===== src/rtl/cordic_iter_engine.sv =====
// Iterative CORDIC engine: one shift/add micro-rotation per clock, rotation or vectoring mode.
// Define CORDIC_GAIN_COMP_EN to add a gain-compensation cycle (x,y scaled by K ~ 0.60725).
module cordic_iter_engine #(
  parameter int WIDTH = 16,
  parameter int ITERS = 14
) (
  input  logic             clk,
  input  logic             rst,
  input  logic             start,
  input  logic             mode,
  input  logic [WIDTH-1:0] x_in,
  input  logic [WIDTH-1:0] y_in,
  input  logic [WIDTH-1:0] z_in,
  output logic             busy,
  output logic             done,
  output logic [WIDTH+1:0] x_out,
  output logic [WIDTH+1:0] y_out,
  output logic [WIDTH-1:0] z_out
);
  localparam int XW = WIDTH + 2;
  localparam int IW = $clog2(ITERS);

  typedef enum logic [1:0] {IDLE, ITER, GAIN, OUT} state_t;

  // atan(2^-i) scaled so that +pi maps to 2^(WIDTH-1); the cast rounds to nearest
  function automatic logic [WIDTH-1:0] atanEntry(input int idx);
    real a;
    a = $atan(2.0 ** (-idx)) / 3.14159265358979323846 * (2.0 ** (WIDTH - 1));
    return WIDTH'(longint'(a));
  endfunction

  logic [WIDTH-1:0] atanTab [ITERS];
  for (genvar g = 0; g < ITERS; g++) begin : g_atan
    localparam logic [WIDTH-1:0] ATAN_G = atanEntry(g);
    assign atanTab[g] = ATAN_G;
  end

  state_t state, nextState;
  logic [IW-1:0] iCnt;
  logic modeReg;
  logic signed [XW-1:0] xReg, yReg, xShr, yShr, xNext, yNext;
  logic signed [WIDTH-1:0] zReg, zNext, atanI;
  logic accept, lastIter, dPos;

`ifdef CORDIC_GAIN_COMP_EN
  localparam state_t LAST_ITER_NEXT = GAIN;
`else
  localparam state_t LAST_ITER_NEXT = OUT;
`endif

  assign accept   = start && ((state == IDLE) || (state == OUT));
  assign lastIter = (iCnt == IW'(ITERS - 1));
  assign busy     = (state == ITER) || (state == GAIN);

  always_ff @(posedge clk) begin
    if (rst) state <= IDLE;
    else     state <= nextState;
  end

  always_comb begin
    nextState = state;
    case (state)
      IDLE:    if (start) nextState = ITER;
      ITER:    if (lastIter) nextState = LAST_ITER_NEXT;
      GAIN:    nextState = OUT;
      OUT:     nextState = start ? ITER : IDLE;
      default: nextState = IDLE;
    endcase
  end

  // Micro-rotation: d=+1 rotates counter-clockwise and subtracts the table angle
  always_comb begin
    xShr  = xReg >>> iCnt;
    yShr  = yReg >>> iCnt;
    atanI = $signed(atanTab[iCnt]);
    dPos  = modeReg ? yReg[XW-1] : ~zReg[WIDTH-1];
    xNext = dPos ? (xReg - yShr) : (xReg + yShr);
    yNext = dPos ? (yReg + xShr) : (yReg - xShr);
    zNext = dPos ? (zReg - atanI) : (zReg + atanI);
  end

`ifdef CORDIC_GAIN_COMP_EN
  localparam int PW = 2 * XW;
  localparam logic signed [XW-1:0] KCOEF = XW'(longint'(0.6072529350 * (2.0 ** WIDTH)));
  localparam logic signed [PW-1:0] HALF  = PW'(1) << (WIDTH - 1);
  logic signed [PW-1:0] xProd, yProd;
  logic signed [XW-1:0] xGain, yGain;
  assign xProd = PW'(xReg) * PW'(KCOEF) + HALF;
  assign yProd = PW'(yReg) * PW'(KCOEF) + HALF;
  assign xGain = XW'(xProd >>> WIDTH);
  assign yGain = XW'(yProd >>> WIDTH);
`endif

  always_ff @(posedge clk) begin
    if (rst) begin
      iCnt    <= '0;
      modeReg <= 1'b0;
      xReg    <= '0;
      yReg    <= '0;
      zReg    <= '0;
      done    <= 1'b0;
      x_out   <= '0;
      y_out   <= '0;
      z_out   <= '0;
    end else begin
      done <= (state == OUT);
      if (accept) begin
        modeReg <= mode;
        xReg    <= XW'($signed(x_in));
        yReg    <= XW'($signed(y_in));
        zReg    <= $signed(z_in);
        iCnt    <= '0;
      end else if (state == ITER) begin
        xReg <= xNext;
        yReg <= yNext;
        zReg <= zNext;
        iCnt <= lastIter ? '0 : iCnt + 1'b1;
`ifdef CORDIC_GAIN_COMP_EN
      end else if (state == GAIN) begin
        xReg <= xGain;
        yReg <= yGain;
`endif
      end
      // Result registers are loaded from the working set before a back-to-back capture overwrites it
      if (state == OUT) begin
        x_out <= xReg;
        y_out <= yReg;
        z_out <= zReg;
      end
    end
  end
endmodule


===== config.mk =====
export PLATFORM = sky130hd
export DESIGN_NAME = cordic_iter_engine
export DESIGN_NICKNAME = d
export VERILOG_FILES = /design/src/rtl/cordic_iter_engine.sv
export SDC_FILE = /design/constraint.sdc
export NUM_CORES = 1
export LEC_CHECK = 0
export BUFFER_PORTS_ARGS = -buffer_cell sky130_fd_sc_hd__buf_2
export CORE_MARGIN = 10
export CORE_UTILIZATION = 40
export CTS_CLUSTER_DIAMETER = 150
export DETAILED_ROUTE_END_ITERATION = 8
export GPL_ROUTABILITY_DRIVEN = 0
export SYNTH_ARGS = -nofsm -noshare
export SYNTH_HDL_FRONTEND = slang
export SYNTH_SLANG_ARGS = --single-unit
export TNS_END_PERCENT = 5

===== constraint.sdc =====
create_clock -name clk -period 4.95 [get_ports clk]
set_input_delay 0.7425 -clock clk [delete_from_list [all_inputs] [get_ports clk]]
set_output_delay 0.7425 -clock clk [all_outputs]
set_load 0.005 [all_outputs]

==> metrics.md <==
| Metric | Value |
|---|---|
| Register area share after synthesis | `23.1%` |
| Critical Path RT | `5.21 ns` |
| Total gr overflow | `0` |
| Clock sinks | `~110` |
| Hold_sp | `x_out[17]` |
| Worst-Margin Slew | `1.03 ns` |
| RSZ-0062 raised after global routing | `yes` |
| Sw power | `around 4.2 mW` |
| Setup TNS | `0 ns` |
| H-tree depth | `3` |
| # rows | `56` |
| Root buf cell | `clkbuf_16` |
| Sw frac | `between 40% and 50%` |
| Hold path cells | `2` |
| Maximum clock path buffer count | `2` |
| Pwr dens | `between 700 and 800 mW/mm^2` |
| YS warnings | `0` |
| EDFF count, synth | `0` |
| Final setup viols | `0` |
| Horiz. Die Dim | `176 um` |
| Worst Hold Path EP | `x_out[17]` |
| Largest net degree at the start of global routing | `60` |
| Ys async rst share | `0%` |
| Starting Density | `approximately 40%` |
| Num ports | `approximately 110` |
| Max Cap Viol | `0` |
| Detail Route Antenna Nets | `0` |
| WL per Instance | `roughly 18 um` |
| Cells after DPL | `~1,600` |
| Initial antenna violation count | `0` |
| Clock transition at the registers of the reported paths | `roughly 0.08 ns` |
| Number of max-slew violations in the final report | `0` |
| Port Buf Inserts | `between 100 and 150` |
| Most frequent cells in the layout | `nor2_1, a21oi_1, dfxtp_1` |
| Layout cells sized above 1 | `roughly 21%` |
| Critical path type | `reg2reg` |
| Synth Cell Area | `between 0.009 and 0.01 mm^2` |
| Status | `finished clean` |
| Worst r2r src | `iCnt[0]` |
| Top FF cell, synth | `dfxtp_1` |
| CP Data Arrival Time | `around 5.1 ns` |
| Internal cell power | `4.55 mW` |
| Diodes inserted | `0` |
| Peak supply drop | `around 0.32 mV` |
| Syn avg cell area | `slightly above 8 um^2` |
| Sequential Power Share | `~17%` |
| TritonCTS clock tree | `done` |
| Tmin final | `4.88 ns` |
| CTS buffer count | `9` |
| Fillers | `2,367` |
| Combinational power share | `73.8%` |
| Synthesized instance count | `around 1,200` |
| Min-Delay Path Class | `reg2reg` |
| Worst-path fanout max | `13` |
| Hold Fails Final Rpt | `0` |
| Post-synth cell types | `73` |
| Global-route wire length before repair | `between 40,000 and 50,000 um` |
| Final std cells w/o fill | `~1,600` |
| Clock skew | `around 0.014 ns` |
| Clk network pwr share | `9.0%` |
| Max-slew headroom | `31.1%` |
| Die Y | `between 150 and 200 um` |
| Via Count | `between 9,000 and 10,000` |
| HPWL after DPL | `between 20,000 and 25,000 um` |
| Die area | `between 0.03 and 0.04 mm^2` |
| Syn-to-layout area delta | `16.3%` |
| Gr usage total | `a little under a fifth` |
| Startpoint type of the worst setup path | `flip-flop` |
| Drt drc | `0` |
| Pleak | `approximately 4.7 nW` |
| Vias in the first global route | `between 8,000 and 9,000` |
| First-pass iteration count of the detailed router | `5` |
| Core Box Area | `between 0.02 and 0.025 mm^2` |
| Net count, final | `between 1,000 and 1,500` |
| R2R Path End | `xReg[17]` |
| Initial drt markers | `between 700 and 800` |
| Post-DR vias/cell | `5.70` |
| Flop2flop setup slack | `~0.07 ns` |
| CP Capture Type | `flip-flop` |
| Net Count, Synth | `~1,300` |
| Drt total wl | `29,700 um` |
| Commonest non-fill, non-tap cell in the layout | `nor2_1` |
| #FFs+latches synth | `around 110` |
| Worst Reg2Reg Path Length in Cells | `19` |
| Fmax achieved | `about 200 MHz` |
| Worst-Skew Late Latency | `between 0.3 and 0.4 ns` |
| Crit share post-route | `98.6%` |
-- synth_stat cells (all sizes together), types with 3 or more instances --
master	n	area [um^2]
nand2	82	308
o21bai	8	60.1
o22ai	7	43.8
and4	4	35.0
mux2	7	78.8
dfxtp	112	2240
a31o	4	35.0
o21ai	72	360
o211ai	7	52.6
a22oi	3	22.5
a21oi	111	559
a211oi	33	248
ha	62	776
or2	6	37.5
inv	31	116
o31ai	9	67.6
nor3	21	110
mux4	31	698
nor3b	3	22.5
nand4	5	31.3
o22a	4	35.0
nand3	15	75.1
nand2b	12	75.1
o21a	13	97.6
and2	6	37.5
xnor2	51	447
mux2i	108	1080
and3	8	50.1
buf	26	146
xor2	29	254
a31oi	21	131
a21o	10	75.1
nor2b	12	75.1
clkbuf	55	206
nor2	146	556
a2bb2oi	3	26.3
or3	5	31.3
fa	3	60.1
-- power by group through the flow --
| stage | clock network, mW | registers, mW | logic (mW) |
|---|---|---|---|
| floorplan | 0 | 1.34 | 4.94 |
| global placement | 0 | 1.52 | 6.30 |
| detailed placement | 0 | 1.52 | 6.34 |
| CTS | 0.811 | 1.50 | 6.38 |
| global route | 0.843 | 1.54 | 7.19 |
| finish | 0.792 | 1.51 | 6.49 |
-- layout make-up --
class / count / area (um^2) / area share (%)
timing repair buffer: 181 / 1150 / 10.2
clock inverter: 4 / 52.6 / 0.466
sequential: 112 / 2250 / 20.0
clock buffer: 11 / 253 / 2.24
inverter: 33 / 124 / 1.10
tap: 319 / 399 / 3.54
multi-input combinational: 955 / 7050 / 62.5
-- metal layers --
layer  track usage, %  vias up  wire (um)
met5                0        -          0
met4             5.40        0        658
met3             3.37       41       1950
met2             31.0      340      13800
met1             24.0     4310      13300
li1                 -     4519          -
-- kinds of logic (layout without fill, tap and decap cells) --
kind of cell,Yosys count,in the layout,share of synthesized area (%)
flops,112,112,23.1
simple gates,333,333,15.5
fa+ha+maj,65,65,8.61
xor+xnor,81,81,7.45
mux,146,146,19.1
compound gates,330,330,21.3
buf+inv,114,229,4.91
-- how the worst max path moves through the flow --
stage	end	cells after the start	start
after floorplan	xReg[17]	18	iCnt[0]
after global placement	yReg[17]	17	iCnt[0]
after detailed placement	xReg[17]	19	iCnt[0]
after CTS	xReg[17]	19	iCnt[0]
after global routing	xReg[17]	19	iCnt[0]
final	xReg[17]	19	iCnt[0]
-- sequential cells by signal (all words and copies together) (netlist names) --
name / cells
modeReg: 1
z_out: 16
x_out: 18
iCnt: 4
zReg: 16
y_out: 18
state: 2
done: 1
xReg: 18
yReg: 18
-- per-stage QoR --
step	util, %	worst slack (ns)	power, mW	area (um^2)	hold WS (ns)
4_1_cts	47.1	0.0621	8.70	11200	0.495
3_3_place_gp	45.8	0.227	7.81	10800	0.466
2_1_floorplan	-	0.0267	6.28	9710	0.462
5_1_grt	47.7	-0.110	9.57	11300	0.511
3_5_place_dp	45.8	0.124	7.86	10800	0.474
6_report	47.7	0.0711	8.79	11300	0.487
-- critical path: stages (launching register included) --
cell	delay, ns
dfxtp_4	0.40
buf_12	0.15
mux4_2	0.53
a22oi_1	0.19
o21ai_0	0.20
nor3b_2	0.27
nand4_1	0.18
nor3_2	0.26
nor2_1	0.08
xor2_1	0.16
ha_1	0.22
a21o_1	0.18
a21oi_2	0.16
or3b_2	0.46
o21a_1	0.20
a41o_1	0.22
nor4_2	0.22
nor3_1	0.09
xnor3_1	0.35
o32ai_1	0.25
-- what timing repair did --
| item | CTS | global route |
|---|---|---|
| hold buffers | 0 | 0 |
| buffers inserted | 0 | 7 |
| endpoints found under the hold margin | 0 | 0 |
| resized for setup | 0 | 16 |
| endpoints found under the setup margin | 0 | 5 |
No activity file was read; power rests on OpenSTA's default activity.
